### src/rtl/button_counter.sv
// Three debounced pushbuttons (up, down, clear) driving a small wrapping counter.
// Each button: polarity fix, two-flop synchronizer, debounce FSM emitting one-cycle press/release pulses.
module button_counter #(
  parameter int         LOG2DEBOUNCE = 16,
  parameter int         BITS         = 5,
  parameter logic [2:0] INV_MASK     = 3'b000
) (
  input  logic            clk,
  input  logic            rst,
  input  logic [2:0]      btn_raw,
  output logic [2:0]      btn_state,
  output logic [2:0]      press,
  output logic [2:0]      release_o,
  output logic [BITS-1:0] count
);

  typedef enum logic {
    RELEASED = 1'b0,
    PRESSED  = 1'b1
  } btn_fsm_e;

  logic [2:0] sync1_q;
  logic [2:0] sync2_q;

  // Polarity is corrected before the synchronizer so every stage sees 1 = pressed.
  always_ff @(posedge clk) begin
    if (rst) begin
      sync1_q <= '0;
      sync2_q <= '0;
    end else begin
      sync1_q <= btn_raw ^ INV_MASK;
      sync2_q <= sync1_q;
    end
  end

  genvar gi;
  generate
    for (gi = 0; gi < 3; gi++) begin : g_btn
      btn_fsm_e                state_q;
      btn_fsm_e                state_d;
      logic [LOG2DEBOUNCE-1:0] cnt_q;
      logic [LOG2DEBOUNCE-1:0] cnt_d;
      logic                    press_q;
      logic                    press_d;
      logic                    release_q;
      logic                    release_d;

      always_ff @(posedge clk) begin
        if (rst) begin
          state_q   <= RELEASED;
          cnt_q     <= '0;
          press_q   <= 1'b0;
          release_q <= 1'b0;
        end else begin
          state_q   <= state_d;
          cnt_q     <= cnt_d;
          press_q   <= press_d;
          release_q <= release_d;
        end
      end

      // Any agreeing sample restarts the window; only a full run of disagreement flips the state.
      always_comb begin
        state_d   = state_q;
        cnt_d     = '0;
        press_d   = 1'b0;
        release_d = 1'b0;
        if (sync2_q[gi] != (state_q == PRESSED)) begin
          if (&cnt_q) begin
            if (state_q == PRESSED) begin
              state_d   = RELEASED;
              release_d = 1'b1;
            end else begin
              state_d = PRESSED;
              press_d = 1'b1;
            end
          end else begin
            cnt_d = cnt_q + 1'b1;
          end
        end
      end

      assign btn_state[gi] = (state_q == PRESSED);
      assign press[gi]     = press_q;
      assign release_o[gi] = release_q;
    end
  endgenerate

  logic [BITS-1:0] count_q;
  logic [BITS-1:0] count_d;

  // Clear beats everything; simultaneous up and down cancel.
  always_comb begin
    count_d = count_q;
    if (press[2]) begin
      count_d = '0;
    end else if (press[0] && !press[1]) begin
      count_d = count_q + 1'b1;
    end else if (press[1] && !press[0]) begin
      count_d = count_q - 1'b1;
    end
  end

  always_ff @(posedge clk) begin
    if (rst) begin
      count_q <= '0;
    end else begin
      count_q <= count_d;
    end
  end

  assign count = count_q;

endmodule

### config.mk
export PLATFORM = sky130hd
export DESIGN_NAME = button_counter
export DESIGN_NICKNAME = d
export VERILOG_FILES = /design/src/rtl/button_counter.sv
export SDC_FILE = /design/constraint.sdc
export NUM_CORES = 1
export LEC_CHECK = 0
export ABC_AREA = 1
export CAP_MARGIN = 15
export CORE_MARGIN = 10
export CORE_UTILIZATION = 59
export CTS_BUF_LIST = sky130_fd_sc_hd__clkbuf_16
export DETAILED_ROUTE_END_ITERATION = 8
export GPL_TIMING_DRIVEN = 1
export HOLD_SLACK_MARGIN = 0.06
export PLACE_DENSITY = 0.84
export SLEW_MARGIN = 20
export SYNTH_ARGS = -nofsm -noshare
export SYNTH_HDL_FRONTEND = slang
export SYNTH_SLANG_ARGS = --single-unit
### constraint.sdc
create_clock -name clk -period 1.9 [get_ports clk]
set_input_delay 0.38 -clock clk [delete_from_list [all_inputs] [get_ports clk]]
set_output_delay 0.38 -clock clk [all_outputs]
set_load 0.03 [all_outputs]
==> results.toml <==
[outcome]
outcome = "complete, no violations"

[worst_setup_path]
worstSetupPathType = "reg2out"
cp.arrival_ps = 1440
crit_path_end_kind = "output port"
path_max_fanout = 4
critPathSlowestCell = "clkdlybuf4s50_1"
slowest_delay_ps = 710
worstSetupStartpointType = "flop"
worst-path-buf-inv = 1
ff2ff_setup_slack_ps = 220
crit_path_cell_trace = "clkdlybuf4s50_1"
r2r_start = "g_btn[0].press_q"
cp_top_family = "buffers and inverters"
critPathRequiredTime_ps = 1520
cp-startpoint = "g_btn[0].state_q"

[power_and_ir_drop]
p_clk_share_pct = 51.5
irDropWorstVdd_mv = 0.532
power.density_nw_per_um2 = 812
p_int_mw = 2.45
power.switching_mw = 0.604
p_leak_nw = 1.43
comb_power_share_pct = 1.2
p_seq_share_pct = 47.2
swShare_pct = 19.8

[min_path]
holdCritPathClass = "reg2reg"
min-delay-start = "sync1_q[0]"

[synthesis]
ys_ff_latch = 68
synth_area_leaders = "dfxtp_1, nand2_1, nor2_1"
synthesis.nets = 482
yosys.area.top_type = "dfxtp_1"
avgSynthCellArea_um2 = 7.04
synth_top_flop_cell = "dfxtp_1"
synth.top_cell.area_share_pct = 41.2
yosys_warnings = 0
yosysSeqAreaShare_pct = 41.2
synth_edf_count = 0
synth.most_common_cell = "nand2_1"
syn_inst = 469
synth_common_cells = "nand2_1, nor2_1, dfxtp_1, inv_1, nand3_1"
synth_cell_types = 27
netlist_area_um2 = 3300
async_flop_share_pct = 0

[final_layout]
antenna_cells = 0
layout-drive-gt1-share_pct = 6.73
area_growth_pct = 13.7
fin_area_um2 = 3760
n_fill_cell = 466
final_util_pct = 68.7
finalNetCount = 498
fin_cells = 562

[route]
vias = 2740
routedWlPerCell_um = 11.1
drtAntennaViolNets = 0
drcViolationCount = 0
via_per_inst = 4.88
drtIter0Drc = 123
routed_wl_mm = 6.24
drt-pass1-iter-count = 4

[global_routing]
antenna_found_initial = 0
grt_max_degree = 17
grt_pass1_wl_mm = 10.7
grt_overflow = 0
grtUsageTotal_pct = 14.7
grt_pass1_vias = 2590

[die]
rows = 27
initial_core_util_pct = 60.4
ioPinCount = 19
coreArea_um2 = 5470
die_w_um = 94.8
fp.dieH_um = 94.8
die_area_um2 = 8990

[clocking]
cts.clk_slew.worst_paths_ps = 50
clockBufferDepth = 2
numCtsBuffers = 9
cts_hold_buf = 0
cts_sinks = 68
insertion_delay_ps = 320
ctsHtreeMaxLevel = 3
clock-root-buffer = "clkbuf_16"
cts_tree = "yes"

[placement]
dp.cells = 546
place_area_um2 = 3470
gp_congestion = 0.813
hpwl_mm = 4.35
port_buffers = 18

[timing]
worstMarginPinSlew_ps = 452
fin_crit_sh_pct = 95.8
hold_slack_ps = 407
post-route-min-period_ps = 1820
final-max-slew-violation-count = 0
fin_setup_tns_ps = 0
relSlewSlack_pct = 69.8
worst_clock_skew_ps = 6.68
max_freq_mhz = 549
rsz0062_at_grt = "no"
hold_viol = 0
setup_viol = 0

[flow_run]
maxCapViolations = 0
-- power groups by stage --
| stage | Clock (mW) | Combinational [mW] | Sequential, mW |
|---|---|---|---|
| final | 1.57 | 0.0379 | 1.44 |
| after detailed placement | 0 | 0.0373 | 1.47 |
| after CTS | 1.60 | 0.0382 | 1.44 |
| after floorplan | 0 | 0.0266 | 1.47 |
| after global routing | 1.66 | 0.0425 | 1.44 |
| after global placement | 0 | 0.0367 | 1.47 |
-- worst min-delay path, cell delays in order, from the launching register on --
cell and delay [ps]:
dfxtp_1 290, inv_1 40, nor2_1 40
-- per-stage QoR --
step	total power [mW]	worst slack, ps
floorplan	1.50	409
global placement	1.51	163
detailed placement	1.51	151
CTS	3.07	50.7
global route	3.15	39.1
finish	3.05	79.4
-- worst paths after layout --
path	to	cells past startpoint
worst max register to register	count[4]	9
worst min register to register	sync2_q[0]	2
worst min-delay path	sync2_q[0]	2
worst max-delay path	btn_state[0]	1
-- cells by family after synthesis --
kind of cell             count (synthesis)  share of synthesized area [%]
AND/OR/NAND/NOR                        257                           32.8
buffers and inverters                   82                           10.9
flip-flops                              68                           41.2
AO/OA/AOI/OAI                           32                           5.95
XOR/XNOR                                22                           5.83
adder cells (fa/ha/maj)                  8                           3.26
-- what timing repair did --
item,in CTS,in global routing
setup endpoints to repair,0,1
gates resized for setup,0,1
buffers inserted,0,0
-- per-layer routing --
metal	global-route usage [%]	share of wire [%]	vias up
li1	-	-	1466
met1	15.9	44	1220
met5	0	0	-
met4	6.73	2.1	0
met2	25.9	49	39
met3	4.36	4.3	15
-- cells in the final DEF (no fill, tap or decap), types with 2 or more instances in the layout --
| cell type | n |
|---|---|
| dfxtp_1 | 68 |
| ha_1 | 7 |
| xor2_1 | 12 |
| clkinv_1 | 2 |
| nand3b_1 | 2 |
| xnor2_1 | 10 |
| clkdlybuf4s50_1 | 17 |
| nand2_1 | 104 |
| o21ai_0 | 10 |
| inv_2 | 3 |
| nand4_1 | 6 |
| o21ai_4 | 3 |
| inv_1 | 67 |
| nand2_2 | 2 |
| nor2_1 | 96 |
| nor2_4 | 2 |
| a21oi_1 | 18 |
| clkbuf_16 | 9 |
| nor3_1 | 6 |
| nand3_1 | 27 |
| nor2_2 | 8 |
| clkinv_2 | 2 |
-- cell type report --
type                       count  area [µm²]  share of cell area, %
multi-input combinational    319        1580                   42.1
sequential                    68        1360                   36.2
inverter                      69         259                   6.89
clock buffer                   9         225                   5.99
timing repair buffer          18         183                   4.86
tap                           72        90.1                   2.40
clock inverter                 7        58.8                   1.57
-- sequential cells by signal, indices dropped and copies added, names as in the netlist --
| register | flops |
|---|---|
| count | 5 |
| g_btn.release_q | 3 |
| sync2_q | 3 |
| sync1_q | 3 |
| g_btn.press_q | 3 |
| g_btn.cnt_q | 48 |
| g_btn.state_q | 3 |
Power figures use the tool's default switching activity.
